[src/rtl/alu_share_pkg.sv]
// Shared definitions for the ALU-sharing sequencer.
// Contents: ALU opcode constants, FSM state encoding and the legal-opcode check.
package alu_share_pkg;

  localparam logic [3:0] OP_AND  = 4'b0000;
  localparam logic [3:0] OP_OR   = 4'b0001;
  localparam logic [3:0] OP_ADD  = 4'b0010;
  localparam logic [3:0] OP_SUB  = 4'b0110;
  localparam logic [3:0] OP_SLT  = 4'b0111;
  localparam logic [3:0] OP_NOR  = 4'b1100;
  localparam logic [3:0] OP_NAND = 4'b1101;

  typedef enum logic [1:0] {
    ST_IDLE = 2'd0,
    ST_EXEC = 2'd1,
    ST_RESP = 2'd2
  } state_e;

  function automatic logic is_legal_op(input logic [3:0] ctrl);
    case (ctrl)
      OP_AND, OP_OR, OP_ADD, OP_SUB, OP_SLT, OP_NOR, OP_NAND: return 1'b1;
      default:                                                return 1'b0;
    endcase
  endfunction

endpackage

[src/rtl/alu.sv]
// Existing 32-bit combinational ALU; external interface is kept as-is.
// Ports:
//   rst_n        - active-low reset, forces result/flags to zero while asserted
//   src1, src2   - 32-bit operands
//   ALU_control  - 4-bit operation code (see alu_share_pkg)
//   result       - 32-bit result
//   zero         - result == 0
//   cout         - carry-out of ADD / SUB (src1 + ~src2 + 1), 0 otherwise
//   overflow     - signed overflow of ADD / SUB, 0 otherwise
module alu
  import alu_share_pkg::*;
(
  input  logic        rst_n,
  input  logic [31:0] src1,
  input  logic [31:0] src2,
  input  logic [3:0]  ALU_control,
  output logic [31:0] result,
  output logic        zero,
  output logic        cout,
  output logic        overflow
);

  logic [32:0] sum;
  logic [32:0] diff;

  always_comb begin
    sum      = {1'b0, src1} + {1'b0, src2};
    diff     = {1'b0, src1} + {1'b0, ~src2} + 33'd1;
    result   = '0;
    cout     = 1'b0;
    overflow = 1'b0;
    case (ALU_control)
      OP_AND:  result = src1 & src2;
      OP_OR:   result = src1 | src2;
      OP_NOR:  result = ~(src1 | src2);
      OP_NAND: result = ~(src1 & src2);
      OP_ADD: begin
        result   = sum[31:0];
        cout     = sum[32];
        overflow = (src1[31] == src2[31]) && (sum[31] != src1[31]);
      end
      OP_SUB: begin
        result   = diff[31:0];
        cout     = diff[32];
        overflow = (src1[31] != src2[31]) && (diff[31] != src1[31]);
      end
      OP_SLT:  result = {31'd0, $signed(src1) < $signed(src2)};
      default: ;
    endcase
    if (!rst_n) begin
      result   = '0;
      cout     = 1'b0;
      overflow = 1'b0;
    end
    zero = (result == 32'd0);
  end

endmodule

[src/rtl/alu_rr_arbiter.sv]
// Combinational round-robin arbiter. Priority starts at ptr_i and wraps around;
// with ptr_i tied to zero it degenerates to fixed lowest-index-first priority.
// Ports:
//   req_i     - request vector
//   ptr_i     - index holding highest priority this cycle
//   en_i      - grant enable; no grant when low
//   gnt_o     - one-hot (or zero) grant
//   gnt_idx_o - encoded index of the grant (0 when no grant)
module alu_rr_arbiter #(
  parameter int unsigned NUM_REQ = 2,
  parameter int unsigned ID_W    = 1
) (
  input  logic [NUM_REQ-1:0] req_i,
  input  logic [ID_W-1:0]    ptr_i,
  input  logic               en_i,
  output logic [NUM_REQ-1:0] gnt_o,
  output logic [ID_W-1:0]    gnt_idx_o
);

  logic [NUM_REQ-1:0] hi_mask;
  logic [NUM_REQ-1:0] masked;
  logic [NUM_REQ-1:0] pick;

  always_comb begin
    hi_mask = '0;
    for (int i = 0; i < int'(NUM_REQ); i++) begin
      hi_mask[i] = (i >= int'(ptr_i));
    end
    // Requests at or above the pointer win first; otherwise wrap to the low ones.
    masked = req_i & hi_mask;
    pick   = (|masked) ? masked : req_i;

    gnt_o     = '0;
    gnt_idx_o = '0;
    if (en_i) begin
      // Descending scan so the lowest set bit of pick is the final writer.
      for (int i = int'(NUM_REQ) - 1; i >= 0; i--) begin
        if (pick[i]) begin
          gnt_o     = '0;
          gnt_o[i]  = 1'b1;
          gnt_idx_o = ID_W'(i);
        end
      end
    end
  end

endmodule

[src/rtl/alu_share_ctrl.sv]
// Shares one 32-bit ALU between NUM_REQ requesters. A request is accepted in IDLE
// (or in RESP as the previous response is taken), evaluated for one cycle in EXEC,
// then returned with its requester ID over a valid/ready response channel.
// Build option: define ALU_SHARE_FIXED_PRIO_EN for fixed lowest-index-first
// priority (no pointer register); round-robin otherwise.
// Ports:
//   clk, rst_n        - clock, asynchronous active-low reset
//   req_valid/ready   - per-requester request handshake (ready is one-hot or zero)
//   req_src1/src2     - packed 32-bit operands, requester i at [32i+31:32i]
//   req_ctrl          - packed 4-bit ALU control codes
//   resp_valid/ready  - response handshake
//   resp_id           - requester index of the response
//   resp_result, resp_zero, resp_cout, resp_overflow - ALU result and flags
//   resp_illegal      - control code was not a supported opcode
module alu_share_ctrl
  import alu_share_pkg::*;
#(
  parameter int unsigned NUM_REQ = 2,
  parameter int unsigned ID_W    = 1
) (
  input  logic                  clk,
  input  logic                  rst_n,
  input  logic [NUM_REQ-1:0]    req_valid,
  output logic [NUM_REQ-1:0]    req_ready,
  input  logic [NUM_REQ*32-1:0] req_src1,
  input  logic [NUM_REQ*32-1:0] req_src2,
  input  logic [NUM_REQ*4-1:0]  req_ctrl,
  output logic                  resp_valid,
  input  logic                  resp_ready,
  output logic [ID_W-1:0]       resp_id,
  output logic [31:0]           resp_result,
  output logic                  resp_zero,
  output logic                  resp_cout,
  output logic                  resp_overflow,
  output logic                  resp_illegal
);

  state_e            state_q;
  logic [31:0]       op_src1_q, op_src2_q;
  logic [3:0]        op_ctrl_q;
  logic [ID_W-1:0]   op_id_q;

  logic              resp_valid_q;
  logic [ID_W-1:0]   resp_id_q;
  logic [31:0]       resp_result_q;
  logic              resp_zero_q, resp_cout_q, resp_overflow_q, resp_illegal_q;

  logic [ID_W-1:0]    arb_ptr;
  logic               arb_en;
  logic [NUM_REQ-1:0] arb_gnt;
  logic [ID_W-1:0]    arb_idx;
  logic               hs;

  logic [31:0] sel_src1, sel_src2;
  logic [3:0]  sel_ctrl;

  logic [31:0] alu_result;
  logic        alu_zero, alu_cout, alu_overflow;

`ifdef ALU_SHARE_FIXED_PRIO_EN
  assign arb_ptr = '0;
`else
  logic [ID_W-1:0] ptr_q;
  assign arb_ptr = ptr_q;
`endif

  // Grants only where a request can be accepted; rst_n gating keeps ready low in reset.
  assign arb_en = rst_n &&
                  ((state_q == ST_IDLE) || ((state_q == ST_RESP) && resp_ready));

  alu_rr_arbiter #(
    .NUM_REQ (NUM_REQ),
    .ID_W    (ID_W)
  ) u_arb (
    .req_i     (req_valid),
    .ptr_i     (arb_ptr),
    .en_i      (arb_en),
    .gnt_o     (arb_gnt),
    .gnt_idx_o (arb_idx)
  );

  assign req_ready = arb_gnt;
  // Grant implies valid, so any grant is a handshake.
  assign hs        = |arb_gnt;

  always_comb begin
    sel_src1 = '0;
    sel_src2 = '0;
    sel_ctrl = '0;
    for (int i = 0; i < int'(NUM_REQ); i++) begin
      if (arb_gnt[i]) begin
        sel_src1 = req_src1[i*32 +: 32];
        sel_src2 = req_src2[i*32 +: 32];
        sel_ctrl = req_ctrl[i*4 +: 4];
      end
    end
  end

  alu u_alu (
    .rst_n       (rst_n),
    .src1        (op_src1_q),
    .src2        (op_src2_q),
    .ALU_control (op_ctrl_q),
    .result      (alu_result),
    .zero        (alu_zero),
    .cout        (alu_cout),
    .overflow    (alu_overflow)
  );

  always_ff @(posedge clk or negedge rst_n) begin
    if (!rst_n) begin
      state_q         <= ST_IDLE;
      op_src1_q       <= '0;
      op_src2_q       <= '0;
      op_ctrl_q       <= '0;
      op_id_q         <= '0;
      resp_valid_q    <= 1'b0;
      resp_id_q       <= '0;
      resp_result_q   <= '0;
      resp_zero_q     <= 1'b0;
      resp_cout_q     <= 1'b0;
      resp_overflow_q <= 1'b0;
      resp_illegal_q  <= 1'b0;
`ifndef ALU_SHARE_FIXED_PRIO_EN
      ptr_q           <= '0;
`endif
    end else begin
      // Handshakes only happen in IDLE or in RESP while the response is taken.
      if (hs) begin
        op_src1_q <= sel_src1;
        op_src2_q <= sel_src2;
        op_ctrl_q <= sel_ctrl;
        op_id_q   <= arb_idx;
`ifndef ALU_SHARE_FIXED_PRIO_EN
        ptr_q     <= (arb_idx == ID_W'(NUM_REQ - 1)) ? '0 : arb_idx + ID_W'(1);
`endif
      end

      case (state_q)
        ST_IDLE: begin
          if (hs) state_q <= ST_EXEC;
        end
        ST_EXEC: begin
          resp_valid_q <= 1'b1;
          resp_id_q    <= op_id_q;
          if (is_legal_op(op_ctrl_q)) begin
            resp_result_q   <= alu_result;
            resp_zero_q     <= alu_zero;
            resp_cout_q     <= alu_cout;
            resp_overflow_q <= alu_overflow;
            resp_illegal_q  <= 1'b0;
          end else begin
            resp_result_q   <= '0;
            resp_zero_q     <= 1'b1;
            resp_cout_q     <= 1'b0;
            resp_overflow_q <= 1'b0;
            resp_illegal_q  <= 1'b1;
          end
          state_q <= ST_RESP;
        end
        ST_RESP: begin
          if (resp_ready) begin
            resp_valid_q <= 1'b0;
            state_q      <= hs ? ST_EXEC : ST_IDLE;
          end
        end
        default: state_q <= ST_IDLE;
      endcase
    end
  end

  assign resp_valid    = resp_valid_q;
  assign resp_id       = resp_id_q;
  assign resp_result   = resp_result_q;
  assign resp_zero     = resp_zero_q;
  assign resp_cout     = resp_cout_q;
  assign resp_overflow = resp_overflow_q;
  assign resp_illegal  = resp_illegal_q;

endmodule

[config.mk]
export PLATFORM = sky130hd
export DESIGN_NAME = alu_share_ctrl
export DESIGN_NICKNAME = d
export VERILOG_FILES = /design/src/rtl/alu_share_pkg.sv /design/src/rtl/alu.sv /design/src/rtl/alu_rr_arbiter.sv /design/src/rtl/alu_share_ctrl.sv
export SDC_FILE = /design/constraint.sdc
export NUM_CORES = 1
export LEC_CHECK = 0
export CAP_MARGIN = 20
export CORE_AREA = 2 2 211 213
export DETAILED_ROUTE_END_ITERATION = 16
export DIE_AREA = 0 0 213 215
export PLACE_DENSITY_LB_ADDON = 0.1
export SETUP_SLACK_MARGIN = 0.4
export SLEW_MARGIN = 20
export SYNTH_ARGS = -nofsm -noshare
export SYNTH_HDL_FRONTEND = slang
export SYNTH_SLANG_ARGS = --single-unit
[constraint.sdc]
create_clock -name clk -period 8.6 [get_ports clk]
set_input_delay 2.15 -clock clk [delete_from_list [all_inputs] [get_ports clk]]
set_output_delay 2.15 -clock clk [all_outputs]
set_load 0.02 [all_outputs]
== Yosys cells after proc, flatten, opt, wreduce, memory -nomap -nowiden ==
Cells that the tools add are included.

* Output and inout port bits: 40
* Input bits: 141
* Flip-flop bits (word level): 110

* Magnitude comparators: 2
* Equality and inequality tests: 14
* Multiplexer cells: 33
* Bitwise operators: 6
* Reductions and logical operators: 14
* $add $sub $neg: 4

{| class="wikitable"
|+ Operator list
! operator !! count
|-
| $pmux W32 S7 || 1
|-
| $mux W32 || 6
|-
| $not A32 Y32 || 3
|-
| $add A32 B32 Y33 || 2
|-
| $add A33 B1 Y33 const B || 1
|-
| $and A32 B32 Y32 || 1
|-
| $logic_not A32 Y1 || 1
|-
| $lt A32 B32 Y1 || 1
|-
| $or A32 B32 Y32 || 1
|-
| $mux W1 || 14
|-
| $mux W2 || 6
|-
| $eq A4 B3 Y1 const B || 2
|-
| $eq A4 B4 Y1 const B || 2
|-
| $mux W4 || 2
|-
| $reduce_or A7 Y1 || 1
|-
| $pmux W1 S2 || 3
|-
| $pmux W2 S3 || 1
|-
| $eq A4 B1 Y1 const B || 1
|-
| $eq A4 B2 Y1 const B || 1
|-
| $logic_and A1 B1 Y1 || 4
|-
| $logic_not A4 Y1 || 1
|-
| $ne A2 B2 Y1 const B || 2
|-
| $reduce_and A2 Y1 || 2
|-
| $reduce_or A2 Y1 || 2
|-
| other kinds (10) || 12
|}

== Depth between registers and ports, before layout ==
* Depth after elaboration: 11
* Gate-level depth with buffers: 16
* Gate-level depth less buffers: 16

== Modules after synthesis ==
From an unflattened synthesis, not the netlist that was laid out.

* Cell total of the unflattened synthesis: 1,418
* Area, all modules: 11,098.1 µm²

{| class="wikitable"
|+ By module, submodules not included
! module !! seq. area each (µm²) !! cells an instance !! instances !! area an instance (µm²)
|-
| alu || 0.0 || 1,006 || 1 || 6,432.4
|-
| alu_share_ctrl || 2,752.6 || 406 || 1 || 4,636.9
|-
| alu_rr_arbiter || 0.0 || 6 || 1 || 28.8
|}

== Worst setup path before layout ==
Ideal clock, no wire load.

* Kind: in2out
* Start point: input port req_valid[1]
* End point: output port req_ready[1]
* Cell stages on the path: 7
* Path slack: 3,110 ps
* Required time: 6,450 ps
* Path buffers: 4
* Data arrival time: 3,340 ps
* Cells stage by stage: clkbuf_1 -> nand2_1 -> nand2_1 -> clkbuf_1 -> clkbuf_1 -> and3_1 -> buf_4

* Longest elaborated chain between the ends: 6

{| class="wikitable"
|+ Ends and longest elaborated chain
! what !! line !! text
|-
| start: declaration || alu_share_ctrl.sv:23 || <nowiki>input logic [NUM_REQ-1:0] req_valid,</nowiki>
|-
| $and A2 B2 Y2 || alu_rr_arbiter.sv:30 || <nowiki>masked = req_i & hi_mask;</nowiki>
|-
| $reduce_or A2 Y1 || alu_rr_arbiter.sv:31 || <nowiki>pick = (|masked) ? masked : req_i;</nowiki>
|-
| $mux W2 * || alu_rr_arbiter.sv:31 ||
|-
| $mux W2 || alu_rr_arbiter.sv:38 || <nowiki>if (pick[i]) begin</nowiki>
|-
| $mux W2 * || alu_rr_arbiter.sv:38 ||
|-
| $mux W2 * || alu_rr_arbiter.sv:35 || <nowiki>if (en_i) begin</nowiki>
|-
| end: declaration || alu_share_ctrl.sv:24 || <nowiki>output logic [NUM_REQ-1:0] req_ready,</nowiki>
|}

Every way passes the cells marked *; elsewhere a longest branch is shown, timed or not.

== Worst setup path in the final report ==
* Start point: input port resp_ready
* End point: output port req_ready[0]

* Longest elaborated chain between the ends: 4

{| class="wikitable"
|+ Ends and longest elaborated chain
! what !! line !! text
|-
| start: declaration || alu_share_ctrl.sv:29 || <nowiki>input logic resp_ready,</nowiki>
|-
| $logic_and A1 B1 Y1 || alu_share_ctrl.sv:69 || <nowiki>((state_q == ST_IDLE) || ((state_q == ST_RESP) && resp_ready));</nowiki>
|-
| $logic_or A1 B1 Y1 || alu_share_ctrl.sv:69 ||
|-
| $logic_and A1 B1 Y1 || alu_share_ctrl.sv:68 || <nowiki>assign arb_en = rst_n &&</nowiki>
|-
| $mux W2 || alu_rr_arbiter.sv:35 ||
|}

Every way passes these cells.

==> run summary <==
STA classifies the critical path startpoint as an input pin. After detailed routing, the number of remaining DRC violations is 0. After clock tree synthesis, the setup repair step added 0 buffers. TritonCTS built the clock tree. The mean cell area of the mapped netlist was 7.633 um2; the accumulated negative setup slack was 0 ns. The register bit total from synthesis was 110.

The first routing iteration left 848 violations. In the routed layout, each cell is associated on average with a via count of 5.226. Via count of the first global-routing pass: 10,508. The arrival time at the worst endpoint is 4.52 ns, and the number of hold-repair buffers added at the cts stage is 0. The most common flop cell mapped by yosys was dfrtp_1.

The top fanout value on the critical path came out at 36. The final critical-path required period was 6.670 ns; the area growth from synthesis to layout was 23.52%. Summing every instance area after synthesis gives 10,770 um2. For the proportion of synthesized chip area in sequential cells, the log shows 25.56%. The clock sink count was 110; the sum of net half-perimeters after detailed placement was 32.58 mm. Entering global routing, the biggest net connects 85 pins. The run gives 4.06 ns as the worst-case register-to-register setup slack.

The initial antenna violation count was 0; the share of flip-flops with an asynchronous set or reset was 100.0%. The first TritonRoute pass finished after 5 iterations. The flow ran to the end, and the final reports show no timing, DRC or antenna violations. After clock tree synthesis, the repair step resized 0 gates. The die covers 45,800 um2. The actual slew at the worst max-slew pin was 0.8667 ns. The run gives 149.9 MHz as the timing-limited maximum frequency. The endpoint identified for the worst register-to-register timing path is resp_zero. After detailed routing, the average wire length per cell comes to 20.25 um. The core area came out at 43,640 um2. For this run, the post-layout net count is 1,749. The overall routed net length is 42.60 mm. The critical path startpoint is resp_ready. The final number of hold-violating endpoints was 0. The tools report the max-slew violation count as 0. The die is 215 um tall.

Total overflow reported by the global router: 0. Setup repair after global routing left no endpoint under its margin. For the latest clock arrival within the worst-skew pair, the log shows 0.38 ns. The CTS root buffer was clkbuf_16. The synthesized design contains 0 enable-type register cells. Post-route clock skew: 0.01675 ns. The tools report the worst relative slew slack as 42.22%.

The number of antenna diodes in the final layout is 0. The tools report the capturing element type of the critical path as an output pin. The H-tree was split into 3 levels. The total power density per cell area came out at 294.2 nW/um2. Once the floorplan was initialized, standard cells occupied 24.68% of the core. The fraction of final layout cells sized beyond drive strength 1 is 5.890%. The TritonCTS buffer count was 9. Setup violations remaining at the end of the flow were counted as 0. Kind of path behind the tightest hold check: reg -> reg. The cell count after synthesis was 1,411; the final weighted congestion in routability-driven placement was 0.8698. IR analysis of the VDD net gives a maximum drop of 0.0001096 V.

The logs give 2 for the maximum clock path buffer count and 0 for the count of synthesis-stage warnings from yosys. Following the worst setup path forward leads to its endpoint at req_ready[0]. From left edge to right edge, the die measures 213 um. The final worst-path cycle share works out to 77.56%. During I/O placement, the number of pins put on the boundary was 181. The initialized floorplan defines 77 standard-cell rows.

In this run, distinct cell masters in the synthesized netlist total 77. After clock tree synthesis, the clock-pin slew on the worst setup and hold paths is 0.09 ns. The routed layout has 10,991 vias.

The startpoint identified for the worst register-to-register timing path is op_src1_q[1]. Across the run, the number of max-cap violations was 0. Number of buffers inserted by port buffering: 180.

The data required time of the worst path is 6.45 ns. The critical path is of the in -> out type. After routing the design area is 13,300 um2.

The run gives 5.403 nW as the standby leakage power. Global routing used 18.46% of the available tracks across all layers. The run gives 0 as the antenna violation net count after detailed routing. Once placement finished, the instance area stood at 13,010 um2. For the worst flop-to-flop path, the logic depth is 13.

Synthesis produced a netlist with a net count of 1,653. The first global-routing pass estimated 65.56 mm of wire.
==> cell usage after synthesis (4+ instances only) <==
| master | n | area, um2 |
|---|---|---|
| a21oi_1 | 156 | 780.8 |
| nor2_1 | 142 | 533.0 |
| o21ai_0 | 137 | 685.7 |
| dfrtp_1 | 110 | 2753 |
| inv_1 | 104 | 390.4 |
| ha_1 | 99 | 1239 |
| nand2_1 | 87 | 326.6 |
| clkbuf_1 | 86 | 322.8 |
| nand3b_1 | 68 | 510.5 |
| nor3_1 | 39 | 195.2 |
| a221oi_1 | 29 | 254.0 |
| o221a_2 | 22 | 247.7 |
| o31ai_1 | 20 | 150.1 |
| nand4_1 | 16 | 100.1 |
| nand3_1 | 15 | 75.07 |
| buf_2 | 14 | 70.07 |
| nor4_1 | 14 | 87.58 |
| a221o_1 | 13 | 130.1 |
| a31oi_1 | 12 | 75.07 |
| o221ai_1 | 12 | 105.1 |
| a21o_1 | 11 | 82.58 |
| a22o_1 | 11 | 96.34 |
| a211oi_1 | 10 | 75.07 |
| buf_1 | 10 | 37.54 |
| nor2b_1 | 9 | 56.30 |
| o211ai_1 | 9 | 67.56 |
| o21bai_1 | 9 | 67.56 |
| o22ai_1 | 9 | 56.30 |
| xnor2_1 | 9 | 78.83 |
| nand2b_1 | 8 | 50.05 |
| a22oi_1 | 7 | 52.55 |
| o2111ai_1 | 7 | 61.31 |
| a2bb2oi_1 | 6 | 52.55 |
| o21a_1 | 6 | 45.04 |
| o31a_1 | 6 | 52.55 |
| or3_1 | 6 | 37.54 |
| and3_1 | 5 | 31.28 |
| a2111oi_0 | 4 | 35.03 |
| a31o_2 | 4 | 35.03 |
| and2_1 | 4 | 25.02 |
| mux2i_1 | 4 | 40.04 |
| o21ba_2 | 4 | 40.04 |
| or2_2 | 4 | 25.02 |
==> final cells by class <==
cell class / count / area [um2]
clock buffer: 11 / 242.7
clock inverter: 4 / 55.05
fill: 4719 / 30340
inverter: 104 / 390.4
multi-input combinational: 1085 / 7201
sequential: 110 / 2753
tap: 592 / 740.7
timing repair buffer: 197 / 1922
==> worst min path at each step <==
stage	slack (ns)	depth (start not counted)	endpoint	from
floorplan	0.44	2	resp_id	op_id_q
global placement	0.46	2	resp_result[30]	resp_result[30]
detailed placement	0.46	2	resp_result[18]	resp_result[18]
CTS	0.48	2	resp_result[18]	resp_result[18]
global route	0.51	2	resp_result[9]	resp_result[9]
finish	0.47	2	resp_result[18]	resp_result[18]
==> cell usage in the layout (no fill, tap or decap), types with 5 or more instances in the layout <==
cell type / n
nor2b_1: 9
nand3b_1: 68
dfrtp_1: 110
nand3_1: 15
nand2_1: 86
a221o_1: 13
nor4_1: 14
a211oi_1: 10
and3_1: 5
xnor2_1: 9
nand2b_1: 7
o2111ai_1: 7
o21ai_0: 137
a31oi_1: 12
clkdlybuf4s50_1: 178
inv_1: 104
or3_1: 6
o21bai_1: 9
o221ai_1: 12
buf_4: 18
nor2_1: 140
o21a_1: 5
ha_1: 99
a21oi_1: 156
a221oi_1: 29
o211ai_1: 9
o31a_1: 6
a22oi_1: 7
a22o_1: 11
o221a_2: 22
a2bb2oi_1: 6
a21o_1: 11
o22ai_1: 9
nand4_1: 16
clkbuf_16: 9
nor3_1: 39
o31ai_1: 20
==> per-stage QoR <==
| step | power, mW | setup slack [ns] | instances | hold WS (ns) | utilization [%] |
|---|---|---|---|---|---|
| after floorplan | 2.573 | 3.110 | 1411 | 0.4395 | - |
| after global placement | 3.412 | 2.005 | 2088 | 0.4556 | 29.80 |
| after detailed placement | 3.430 | 1.999 | 2088 | 0.4609 | 29.80 |
| after CTS | 3.906 | 1.983 | 2103 | 0.4804 | 30.48 |
| after global routing | 4.239 | 1.851 | 2103 | 0.5075 | 30.48 |
| final | 3.914 | 1.930 | 2103 | 0.4716 | 30.48 |
==> where the power goes <==
part	switching, mW	leakage (nW)	internal [mW]
logic	1.67	3.97	0.966
clock network	0.227	0.142	0.235
registers	0.165	1.29	0.651
==> flip-flops by register name, indices dropped and copies added (netlist names) <==
signal,cells
resp_zero,1
resp_illegal,1
resp_valid,1
resp_overflow,1
op_src1_q,32
op_src2_q,32
resp_cout,1
resp_result,32
op_ctrl_q,4
arb_ptr,1
resp_id,1
op_id_q,1
state_q,2
==> per-layer routing <==
layer | share of wire, % | vias to the layer above | global-route usage [%] | routed length, um
li1 | - | 5357 | - | -
met1 | 53 | 5297 | 29.26 | 22670
met2 | 40 | 322 | 26.10 | 17190
met3 | 5.4 | 15 | 2.806 | 2303
met4 | 1.0 | 0 | 3.124 | 427
met5 | 0 | - | 0 | 0
==> worst max-delay path, stage by stage <==
cell and delay (ns):
clkdlybuf4s50_1 0.49, nand2b_1 0.25, and3b_2 0.71, nor2b_1 0.25, clkdlybuf4s50_1 0.65
==> cell families (layout without fill, tap and decap cells) <==
| group | count (synthesis) | in the layout | synth area share [%] |
|---|---|---|---|
| XOR/XNOR | 11 | 11 | 0.8946 |
| multiplexers | 7 | 7 | 0.6854 |
| buffers and inverters | 216 | 316 | 7.760 |
| AO/OA/AOI/OAI | 535 | 535 | 33.02 |
| flip-flops | 110 | 110 | 25.56 |
| adder cells (fa/ha/maj) | 101 | 101 | 11.87 |
| AND/OR/NAND/NOR | 431 | 431 | 20.21 |
No activity file was read; power rests on OpenSTA's default activity.
